<file path="config.mk">
export PLATFORM = sky130hd
export DESIGN_NAME = uart_frame_ctrl
export DESIGN_NICKNAME = d
export VERILOG_FILES = /design/src/rtl/uart_frame_ctrl.sv
export SDC_FILE = /design/constraint.sdc
export NUM_CORES = 1
export LEC_CHECK = 0
export ABC_AREA = 1
export ABC_CLOCK_PERIOD_IN_PS = 2990
export CAP_MARGIN = 20
export CELL_PAD_IN_SITES_DETAIL_PLACEMENT = 1
export CELL_PAD_IN_SITES_GLOBAL_PLACEMENT = 1
export CORE_ASPECT_RATIO = 0.6
export CORE_MARGIN = 3
export CORE_UTILIZATION = 40
export CTS_BUF_LIST = sky130_fd_sc_hd__clkbuf_16
export DETAILED_ROUTE_END_ITERATION = 12
export GPL_TIMING_DRIVEN = 0
export MAX_ROUTING_LAYER = met4
export PLACE_DENSITY = 0.77
export SETUP_SLACK_MARGIN = 0.5
export SLEW_MARGIN = 10
export SYNTH_ARGS = -nofsm -noshare
export SYNTH_HDL_FRONTEND = slang
export SYNTH_SLANG_ARGS = --single-unit
</file>
<file path="constraint.sdc">
create_clock -name clk -period 2.99 [get_ports clk]
set_input_delay 0.598 -clock clk [delete_from_list [all_inputs] [get_ports clk]]
set_output_delay 0.598 -clock clk [all_outputs]
set_load 0.05 [all_outputs]
</file>
<file path="src/rtl/uart_frame_ctrl.sv">
// Byte-stream frame parser: SYNC(0xA5) ADDR LEN payload [CSUM], replayed as wr_en bursts.
// Define UART_FRAME_CSUM_EN to receive and check the trailing XOR checksum byte.
module uart_frame_ctrl #(
    parameter int CLK_FREQ      = 50000000,
    parameter int BAUD_RATE     = 9600,
    parameter int MAX_LEN       = 16,
    parameter int TIMEOUT_BYTES = 4
) (
    input  logic       clk,
    input  logic       reset_n,
    input  logic [7:0] rx_data,
    input  logic       rx_ready,
    output logic       wr_en,
    output logic [7:0] wr_addr,
    output logic [3:0] wr_idx,
    output logic [7:0] wr_data,
    output logic       frame_done,
    output logic       frame_err,
    output logic [1:0] err_code,
    output logic       busy
);
    localparam int BIT_PERIOD = CLK_FREQ / BAUD_RATE;
    localparam int TIMEOUT    = TIMEOUT_BYTES * 10 * BIT_PERIOD;
    localparam int TW         = $clog2(TIMEOUT + 1);
    localparam logic [7:0] SYNC = 8'hA5;

    typedef enum logic [2:0] {
        S_HUNT,
        S_ADDR,
        S_LEN,
        S_DATA,
`ifdef UART_FRAME_CSUM_EN
        S_CSUM,
`endif
        S_FLUSH
    } state_t;

`ifdef UART_FRAME_CSUM_EN
    localparam state_t S_BODY_END = S_CSUM;
`else
    localparam state_t S_BODY_END = S_FLUSH;
`endif

    state_t          r_state;
    state_t          w_state_nxt;
    logic [TW-1:0]   r_tmo;
    logic [7:0]      r_addr;
    logic [7:0]      r_len;
    logic [4:0]      r_cnt;
    logic [7:0]      r_buf [0:15];
    logic            r_wr_en;
    logic [7:0]      r_wr_addr;
    logic [3:0]      r_wr_idx;
    logic [7:0]      r_wr_data;
    logic            r_done;
    logic            r_err;
    logic [1:0]      r_err_code;

    logic            w_active;
    logic            w_tmo;
    logic            w_rx;
    logic            w_err_set;
    logic [1:0]      w_err_nxt;
    logic            w_done_set;
    logic            w_wr_set;
    logic            w_store;
    logic            w_lat_addr;
    logic            w_lat_len;

    // Timeout wins over a byte arriving in the same cycle.
    assign w_active = (r_state != S_HUNT) && (r_state != S_FLUSH);
    assign w_tmo    = w_active && (r_tmo == TW'(TIMEOUT - 1));
    assign w_rx     = rx_ready && !w_tmo;

`ifdef UART_FRAME_CSUM_EN
    logic [7:0] r_xor;

    always_ff @(posedge clk or negedge reset_n) begin
        if (!reset_n) begin
            r_xor <= '0;
        end else if (r_state == S_HUNT) begin
            r_xor <= '0;
        end else if (w_lat_addr || w_lat_len || w_store) begin
            r_xor <= r_xor ^ rx_data;
        end
    end
`endif

    always_comb begin
        w_state_nxt = r_state;
        w_err_set   = 1'b0;
        w_err_nxt   = 2'b00;
        w_done_set  = 1'b0;
        w_wr_set    = 1'b0;
        w_store     = 1'b0;
        w_lat_addr  = 1'b0;
        w_lat_len   = 1'b0;
        if (w_tmo) begin
            w_err_set   = 1'b1;
            w_err_nxt   = 2'b11;
            w_state_nxt = S_HUNT;
        end else begin
            case (r_state)
                S_HUNT: begin
                    if (w_rx && rx_data == SYNC) w_state_nxt = S_ADDR;
                end
                S_ADDR: begin
                    if (w_rx) begin
                        w_lat_addr  = 1'b1;
                        w_state_nxt = S_LEN;
                    end
                end
                S_LEN: begin
                    if (w_rx) begin
                        w_lat_len = 1'b1;
                        if (rx_data > 8'(MAX_LEN)) begin
                            w_err_set   = 1'b1;
                            w_err_nxt   = 2'b01;
                            w_state_nxt = S_HUNT;
                        end else if (rx_data == 8'd0) begin
                            w_state_nxt = S_BODY_END;
                        end else begin
                            w_state_nxt = S_DATA;
                        end
                    end
                end
                S_DATA: begin
                    if (w_rx) begin
                        w_store = 1'b1;
                        if (8'(r_cnt) + 8'd1 == r_len) w_state_nxt = S_BODY_END;
                    end
                end
`ifdef UART_FRAME_CSUM_EN
                S_CSUM: begin
                    if (w_rx) begin
                        if (rx_data == r_xor) begin
                            w_state_nxt = S_FLUSH;
                        end else begin
                            w_err_set   = 1'b1;
                            w_err_nxt   = 2'b10;
                            w_state_nxt = S_HUNT;
                        end
                    end
                end
`endif
                // Bytes arriving here are dropped; replay runs to completion.
                S_FLUSH: begin
                    if (8'(r_cnt) == r_len) begin
                        w_done_set  = 1'b1;
                        w_state_nxt = S_HUNT;
                    end else begin
                        w_wr_set = 1'b1;
                    end
                end
                default: w_state_nxt = S_HUNT;
            endcase
        end
    end

    always_ff @(posedge clk or negedge reset_n) begin
        if (!reset_n) begin
            r_state    <= S_HUNT;
            r_tmo      <= '0;
            r_addr     <= '0;
            r_len      <= '0;
            r_cnt      <= '0;
            r_wr_en    <= 1'b0;
            r_wr_addr  <= '0;
            r_wr_idx   <= '0;
            r_wr_data  <= '0;
            r_done     <= 1'b0;
            r_err      <= 1'b0;
            r_err_code <= '0;
        end else begin
            r_state <= w_state_nxt;
            r_tmo   <= (rx_ready || !w_active) ? '0 : r_tmo + 1'b1;
            r_wr_en <= w_wr_set;
            r_done  <= w_done_set;
            r_err   <= w_err_set;
            if (w_err_set)  r_err_code <= w_err_nxt;
            if (w_lat_addr) r_addr     <= rx_data;
            if (w_lat_len)  r_len      <= rx_data;
            if (w_wr_set) begin
                r_wr_addr <= r_addr;
                r_wr_idx  <= r_cnt[3:0];
                r_wr_data <= r_buf[r_cnt[3:0]];
            end
            // Index restarts for the replay pass and whenever the frame ends.
            if (w_lat_len || w_state_nxt == S_HUNT ||
                (w_state_nxt == S_FLUSH && r_state != S_FLUSH)) begin
                r_cnt <= '0;
            end else if (w_store || w_wr_set) begin
                r_cnt <= r_cnt + 1'b1;
            end
        end
    end

    always_ff @(posedge clk) begin
        if (w_store) r_buf[r_cnt[3:0]] <= rx_data;
    end

    assign wr_en      = r_wr_en;
    assign wr_addr    = r_wr_addr;
    assign wr_idx     = r_wr_idx;
    assign wr_data    = r_wr_data;
    assign frame_done = r_done;
    assign frame_err  = r_err;
    assign err_code   = r_err_code;
    assign busy       = (r_state != S_HUNT);
endmodule

</file>
# Yosys cells after proc, flatten, opt, wreduce, memory -nomap -nowiden
# Memories as Yosys holds them, arrays and structs flattened. A register that Yosys moved wholly into a read port is not among the register bits.
# Cells that the tools add are included.
# totals
regBits	59
ramBits	128
in_bits	11
memories	1
# memory_table
name	depth	width	rd	rd_ports_with_merged_regs	wr	line	source
r_buf	16	8	1	1	1	50	logic [7:0] r_buf [0:15];
# classes
add_sub_neg	3
n_lt_le_gt_ge	1
n_eq_ne	10
muxes	36
reduce_logical	17
# op_table
op	count
two-way mux 3 bit	9
two-way mux 1 bit	22
adder 18 x 1 -> 18 bit, second input constant	1
equality test 18 bit, second input constant	1
two-way mux 18 bit	1
one-hot mux 3 bit (5 select lines)	1
two-way mux 5 bit	2
equality test 5 x 8 -> 1 bit	1
equality test 6 x 8 -> 1 bit	1
equality test 8 bit, second input constant	1
> comparator 8 x 5 -> 1 bit, second input constant	1
logical NOT 8 bit	1
adder 5 x 1 -> 6 bit, second input constant	1
equality test 3 x 2 -> 1 bit, second input constant	2
equality test 3 bit, second input constant	2
logical NOT 3 bit	2
adder 5 x 1 -> 5 bit, second input constant	1
logical AND 1 bit	5
logical OR 1 bit	4
equality test 3 x 1 -> 1 bit, second input constant	1
logical NOT 1 bit	3
!= test 3 bit, second input constant	1
nonzero test 3 bit	1
two-way mux 2 bit	1
nonzero test 2 bit	1

# Longest topological paths before layout
# Gate-level depths: netlist (run 1).
# depth
depth_word	13
mapped_depth	18

# Worst setup path after synthesis (run 1)
# OpenSTA, ideal clock, no wires.
# synth_path
kind	register to register
from	register r_tmo[0]
to	memory r_buf[11][0] (enable)
setup_time_ps	383
arrival_ps	1840
required_ps	2607
path_slack_ps	766
path_stages_with_launch	11
period_less_slack_ps	2224
path_cell_list	dfrtp_1 -> ha_1 -> nand2_1 -> nor2_4 -> nand2_4 -> clkinv_2 -> nand3_4 -> nand2_2 -> inv_2 -> nand2_4 -> nor3_1
# synth_via
elab_chain_cells	9
# synth_lines
item	line	source
start: declaration	46	logic [TW-1:0] r_tmo;
start signal: assignment	176	r_tmo <= (rx_ready || !w_active) ? '0 : r_tmo + 1'b1;
equality test 18 bit *	72	assign w_tmo = w_active && (r_tmo == TW'(TIMEOUT - 1));
logical AND 1 bit *	72	
logical NOT 1 bit	73	assign w_rx = rx_ready && !w_tmo;
logical AND 1 bit	73	
two-way mux 1 bit	128	if (w_rx) begin
two-way mux 1 bit	103	case (r_state)
two-way mux 1 bit *	98	if (w_tmo) begin
two-way mux 1 bit *	199	if (w_store) r_buf[r_cnt[3:0]] <= rx_data;
two-way mux 1 bit (implied by the code) *	199	
end: declaration	50	
# Every way passes the cells marked *; elsewhere a longest branch is shown, timed or not.

# Worst setup path in the final report (run 1)
# layout_path
from	register r_cnt[0]
to	register r_cnt[2]
# layout_via
elab_chain_cells	10
elab_cells_between_ends	21
cone_classes	add/sub (2); eq/ne (3); mux (10); reduce/logical (6)
# layout_lines
item	line	source
start: declaration	49	logic [4:0] r_cnt;
start signal: assignment	193	r_cnt <= r_cnt + 1'b1;
adder 5 x 1 -> 6 bit	130	if (8'(r_cnt) + 8'd1 == r_len) w_state_nxt = S_BODY_END;
equality test 6 x 8 -> 1 bit	130	
two-way mux 3 bit	130	
two-way mux 3 bit	128	
one-hot mux 3 bit (5 select lines)	103	
two-way mux 3 bit	98	
equality test 3 bit or logical NOT 3 bit (tied branches)	190, 189	
logical AND 1 bit or logical OR 1 bit (tied branches)	190, 189	
logical OR 1 bit	189	if (w_lat_len || w_state_nxt == S_HUNT ||
two-way mux 5 bit or nonzero test 2 bit (tied branches)	-	
# Parallel ways exist; a longest one is shown, timed or not. The select of a mux whose other input is x is not followed.
# A chain may end at the register's enable or synchronous reset.

==> results of run 1 <==
## worst max-delay path: stages, from the launching register on
cell,delay (ps)
dfrtp_2,440
buf_4,140
ha_1,230
inv_1,220
nor2_2,250
inv_1,110
nand2_1,90
nand4_1,120
nor2_2,160
nand2_1,70
nand2_1,80
nand2_1,70
nand2_2,70
nand3_2,100
nand2_4,130
nor2_2,50
## cells in the final DEF (no fill, tap or decap), drive strengths merged, types with 2 or more instances in the layout
master / netlist / final
nand2: 133 / 133
edfxtp: 128 / 128
nor2: 127 / 127
o21ai: 92 / 92
inv: 62 / 70
dfrtp: 67 / 67
clkbuf: 20 / 39
o22ai: 32 / 32
buf: 10 / 31
clkdlybuf4s50: 0 / 26
nor3: 20 / 20
nand3: 19 / 19
a21oi: 13 / 13
a41oi: 8 / 8
nand4: 7 / 7
xor2: 6 / 6
dlygate4sd2: 0 / 5
ha: 5 / 5
nor3b: 4 / 4
a211oi: 4 / 4
clkinvlp: 0 / 4
clkinv: 2 / 4
a31oi: 3 / 3
nor4: 2 / 2
or2: 2 / 2
## state kept, by name, indices dropped and copies added (netlist names), 2 cells and up
signal,cells
r_addr,8
wr_addr,8
r_len,8
wr_data,8
r_tmo,18
err_code,2
r_buf,128
r_cnt,5
wr_idx,4
r_state,3
## where the power goes
| part | leakage, nW | internal (W) | switching [W] |
|---|---|---|---|
| registers | 2.00 | 0.00312 | 0.000158 |
| clock network | 0.275 | 0.00118 | 0.00109 |
| logic | 1.59 | 0.000608 | 0.00150 |
## repair_timing
item,in CTS,in global routing
hold buffers,1,0
endpoints found under the setup margin,117,126
cloned,0,0
endpoints found under the hold margin,9,0
gates resized for setup,46,23
setup buffers,10,7
pin swaps,5,5
## cell type report
class                           count  area [sq um]
Buffer                             30           169
Clock buffer                       17           425
Clock inverter                     15           145
Fill cell                        2183         10200
Inverter                           64           250
Multi-Input combinational cell    480          2570
Sequential cell                   195          5520
Tap cell                          273           342
Timing Repair Buffer               56           612
## cells by family after synthesis
kind of cell | share of synthesized area (%)
AO/OA/AOI/OAI | 10.3
XOR/XNOR | 0.813
adder cells (fa/ha/maj) | 0.753
buffers and inverters | 4.53
flip-flops | 66.4
AND/OR/NAND/NOR | 17.2
## metal layers
| metal | GRT usage (%) | vias to the layer above | wire [um] |
|---|---|---|---|
| met5 | - | - | 0 |
| met4 | 6.18 | 0 | 408 |
| met3 | 6.40 | 37 | 1780 |
| met2 | 30.4 | 225 | 10700 |
| met1 | 35.4 | 3187 | 12200 |
| li1 | - | 2808 | - |
## how the worst max path moves through the flow
stage / depth (start not counted) / startpoint / end
2_1_floorplan: 10 / r_tmo[0] / r_buf[11][0]
3_3_place_gp: 1 / reset_n / wr_addr[2]
3_5_place_dp: 7 / rx_ready / r_buf[13][1]
4_1_cts: 5 / r_state[1] / busy
5_1_grt: 15 / r_cnt[0] / r_cnt[0]
6_report: 15 / r_cnt[0] / r_cnt[2]
## metrics by stage
step	area (sq um)	setup TNS [ps]
2_1_floorplan	8310	0
3_3_place_gp	9010	-81510
3_5_place_dp	9050	-368
4_1_cts	9880	0
5_1_grt	10000	0
6_report	10000	0
==> run_results.csv, run 1 <==
group,metric,value,unit
status,status,"complete, no violations",
finish,synthToLayoutAreaGrowth,20.8,%
yosys,ys_seq_area_share,66.4,%
die,core_area,0.0202,sq mm
yosys,synthesized_netlist_cell_count,769,
min_path,worstHoldEndpoint,"err_code[0]",
route,detail_route.wirelength,25000,um
placed_design,io_buffer_count,36,
yosys,synthesis.yosys.warnings,0,
yosys,post-synth-top-count-cell,"edfxtp_1",
sta,maxSlewHeadroom,28.8,%
grt,grt_overflow_total,0,
yosys,netlist_top_cells_count,"128 x edfxtp_1, 122 x nand2_1, 117 x nor2_1, 92 x o21ai_0, 67 x dfrtp_1",
placed_design,place.detailed.hpwl,16700,um
sta,report.final.hold_viol_count,0,
sta,finalSetupViolCount,0,
die,initial_util,41.1,%
power,total_power,0.00766,W
route,avgViaCountPerCell,5.54,
flow_run,drv.max_cap_violation_count,0,
yosys,synth_flop_cell,"edfxtp_1",
sta,fin_skew,11.4,ps
sta,actual_slew_at_the_worst_max_slew_pin,1070,ps
critical_path,cp.required,3320,ps
grt,track_usage,23.2,%
yosys,synth_area_leaders,"edfxtp_1 46%, dfrtp_1 20%, o21ai_0 5.5%",
clock_network,clock_sink_count,195,
clock_network,tritoncts.num_buffers,17,
finish,n_antenna_cell,0,
critical_path,timing.reg2reg.worst_path_depth,15,
yosys,synth.avg_cell_area,10.8,sq um
route,detailed_route_iter0_violations,528,
placed_design,gp_weighted_congestion,0.851,
sta,rsz0062_at_grt,"no",
sta,max_freq,0.409,GHz
critical_path,crit_path_max_fanout,5,
placed_design,dp_cells,1080,
yosys,synth_top_cell_area_share,46.3,%
die,die_width,192,um
critical_path,ff_to_ff_start,"r_cnt[0]",
grt,global_route_wire_length_before_repair,38200,um
yosys,synth_area,0.00831,sq mm
placed_design,pre_cts_slack,-40.2,ps
grt,grt_max_degree,59,
critical_path,worst_ep_arrival_time,2770,ps
yosys,synth_seq_cells,195,
clock_network,cts_tree,"done",
clock_network,clock_insertion_delay_worst_skew,440,ps
yosys,yosysTopAreaCell,"edfxtp_1",
finish,post_layout_nonfiller_instances,1130,
yosys,synth.net_count,785,
die,fp.dieArea,0.0226,sq mm
finish,drive_gt1_share,15.2,%
route,detail_route.drc_violations,0,
clock_network,clk_transition_reported_paths,80,ps
sta,hold_ws,495,ps
min_path,holdPathStages,1,
critical_path,critPathCaptureType,"flip-flop",
sta,worst_slack,547,ps
yosys,asyncSetResetFlopFracSynth,34.4,%
sta,layout_worst_path_cycle_share,81.7,%
power,cellPowerDensity,763,mW/mm^2
die,core.rowCount,40,
route,route.vias.total,6257,
sta,drv_slew,0,
grt,grt_pass1_vias,6445,
route,drt_pre_antenna_iters,5,
critical_path,setup.worst_path.class,"flip-flop to flip-flop",
yosys,number_of_enable_type_register_cells_in_the_synthesized_netlist,128,
critical_path,crit_path_start_kind,"flip-flop",
clock_network,cts_htree_levels,4,
critical_path,setup.reg_to_reg.worst_slack,550,ps
finish,fin_util,49.6,%
route,drtAntennaViolNets,0,
min_path,timing.hold.worst.start,"err_code[0]",
power,peakVddDrop,924,uV
sta,period_minus_slack,2440,ps
yosys,synth_cell_type_count,37,
finish,finish.net_count,860,
min_path,hold_class,"flip-flop to flip-flop",
die,num_io_pins,37,
route,routed_wire_length_per_instance,22.1,um
clock_network,max-clock-path-buffers,2,
critical_path,reg2reg_to,"r_cnt[2]",
die,die_extent_in_y,118,um
power,power_leakage,3.87,nW
clock_network,cts_root_buffer,"clkbuf_16",
grt,number_of_antenna_violations_at_the_first_check_in_global_routing,0,
No activity file was read; power rests on OpenSTA's default activity.
==> run 2, diff against run 1 <==
ABC_CLOCK_PERIOD_IN_PS = 2300   (was 2990)
clock period = 2.3 ns   (was 2.99 ns; I/O delays follow)
==> run_results.csv, run 2 (synthesized netlist as in run 1, its figures left out) <==
group,metric,value,unit
status,status,"complete, but fails checks",
status,failing_checks,"negative setup slack",
die,initial_util,41.1,%
sta,drv_slew,0,
critical_path,path_cells,"buf_4, buf_6, buf_6, nand3_1, inv_2, nand2_1, nand4_1, nor2_2, nand2_1, nand2_2, nand2_2, nand2_2, nand3_2, nand2_4, nor2_2",
clock_network,max-clock-path-buffers,2,
critical_path,cp.required,2640,ps
placed_design,gp_weighted_congestion,0.835,
clock_network,cts_htree_levels,4,
power,total_power,0.0106,W
finish,fin_util,55.4,%
finish,most-common-layout-cells,"128 x edfxtp_1, 100 x nand2_1, 91 x nor2_1",
clock_network,clock_insertion_delay_worst_skew,450,ps
finish,largest_register_ffs,128,
die,fp.dieArea,0.0226,sq mm
finish,post_layout_nonfiller_instances,1189,
critical_path,worst-path-stages,15,
route,route.vias.total,6793,
route,detail_route.drc_violations,0,
power,power_leakage,4.50,nW
grt,grt_pass1_vias,6977,
grt,global_route_wire_length_before_repair,42200,um
clock_network,tritoncts.num_buffers,17,
finish,drive_gt1_share,32.4,%
placed_design,dp_cells,1079,
clock_network,clk_transition_reported_paths,80,ps
sta,period_minus_slack,2420,ps
sta,maxSlewHeadroom,28.3,%
critical_path,crit_path_max_fanout,10,
grt,track_usage,25.7,%
sta,report.final.hold_viol_count,0,
die,die_width,192,um
critical_path,crit_path_start_kind,"flip-flop",
sta,worst_slack,-122,ps
critical_path,cp.buffers_inverters,4,
critical_path,setup.worst_path.class,"flip-flop to flip-flop",
sta,max_freq,0.413,GHz
critical_path,worst_path_max_delay_cell,"dfrtp_2",
placed_design,place.detailed.hpwl,15900,um
grt,grt_overflow_total,0,
clock_network,cts_tree,"done",
power,peakVddDrop,645,uV
critical_path,crit_family,"simple AND/OR/NAND/NOR gates",
sta,actual_slew_at_the_worst_max_slew_pin,1080,ps
route,routed_wire_length_per_instance,24.2,um
die,core_area,0.0202,sq mm
sta,rsz0062_at_grt,"yes",
critical_path,timing.reg2reg.worst_path_depth,15,
die,core.rowCount,40,
sta,finalSetupViolCount,7,
finish,finish.net_count,919,
finish,n_antenna_cell,0,
flow_run,drv.max_cap_violation_count,0,
clock_network,cts_root_buffer,"clkbuf_16",
route,drt_pre_antenna_iters,5,
power,cellPowerDensity,942,mW/mm^2
grt,number_of_antenna_violations_at_the_first_check_in_global_routing,0,
critical_path,critical-path-max-stage-delay,490,ps
finish,layout.cells.most_common,"edfxtp_1",
critical_path,worst_ep_arrival_time,2760,ps
placed_design,io_buffer_count,36,
route,detailed_route_iter0_violations,667,
die,die_extent_in_y,118,um
sta,layout_worst_path_cycle_share,105,%
die,num_io_pins,37,
finish,synthToLayoutAreaGrowth,34.8,%
route,avgViaCountPerCell,5.71,
critical_path,critPathCaptureType,"flip-flop",
min_path,hold_class,"input port to asynchronous set/reset pin",
grt,grt_max_degree,61,
route,detail_route.wirelength,28800,um
route,drtAntennaViolNets,0,
sta,fin_skew,14.1,ps
clock_network,clock_sink_count,195,
critical_path,critical-path-top-cell-by-count,"nand2_2",
[run 2: changes by cell type in the layout (fill, tap and decap cells not counted), sizes merged]
cell and change:
buf +56, dlygate4sd2 +3, clkdlybuf4s18 +1, clkbuf +13, inv +1, clkinvlp -2, bufbuf +1, bufinv -1
clkdlybuf4s50 -26, clkdlybuf4s15 +12, clkinv +1
[run 2: layout make-up]
type | instances | area [sq um]
Clock buffer | 19 | 475
Multi-Input combinational cell | 480 | 3000
Tap cell | 273 | 342
Clock inverter | 13 | 78.8
Timing Repair inverter | 1 | 8.76
Inverter | 64 | 295
Sequential cell | 195 | 5520
Timing Repair Buffer | 114 | 1210
Buffer | 30 | 269
Fill cell | 2119 | 9020
[run 2: power by group]
| group | leakage, nW | total [W] | switching (W) | internal (W) |
|---|---|---|---|---|
| Sequential | 2.00 | 0.00431 | 0.000250 | 0.00406 |
| Clock | 0.294 | 0.00291 | 0.00140 | 0.00151 |
| Combinational | 2.21 | 0.00333 | 0.00224 | 0.00109 |
[run 2: final timing paths]
| path | startpoint | to | slack [ps] |
|---|---|---|---|
| worst max-delay path | r_cnt[0] | r_cnt[2] | -120 |
| max in group asynchronous | reset_n | r_cnt[0] | 1370 |
| min in group clk | wr_addr[3] | wr_addr[3] | 500 |
| worst min register to register | wr_addr[3] | wr_addr[3] | 500 |
| worst min-delay path | reset_n | err_code[0] | 370 |
| worst max register to register | r_cnt[0] | r_cnt[2] | -120 |
[run 2: stage by stage]
step           setup slack [ps]  cell area (sq um)  hold WS [ps]  TNS, ps
3_5_place_dp               -597               9230           297    -6860
3_3_place_gp              -1640               9200           459  -113250
4_1_cts                     125              10700           367        0
5_1_grt                    -200              11200           371    -1150
2_1_floorplan               328               8500           164        0
6_report                   -122              11200           367     -617
[run 2: worst reg2reg max path: stages, from the launching register on]
cell	delay, ps
dfrtp_2	490
buf_4	170
buf_6	130
buf_6	150
nand3_1	130
inv_2	80
nand2_1	80
nand4_1	180
nor2_2	230
nand2_1	90
nand2_2	80
nand2_2	70
nand2_2	90
nand3_2	110
nand2_4	160
nor2_2	70
[run 2: what timing repair did]
item	in CTS	in global routing
pin swaps	31	26
gates resized for setup	161	130
endpoints found under the setup margin	214	200
hold buffers	1	0
gates cloned	2	1
setup buffers	56	18
endpoints found under the hold margin	7	0
[run 2: per-layer routing]
metal	GRT usage [%]	vias to the layer above	part of all wire, %
li1	-	2919	-
met4	7.32	0	2.8
met3	5.42	74	7.3
met1	35.9	3502	43
met5	-	-	0
met2	38.3	298	47
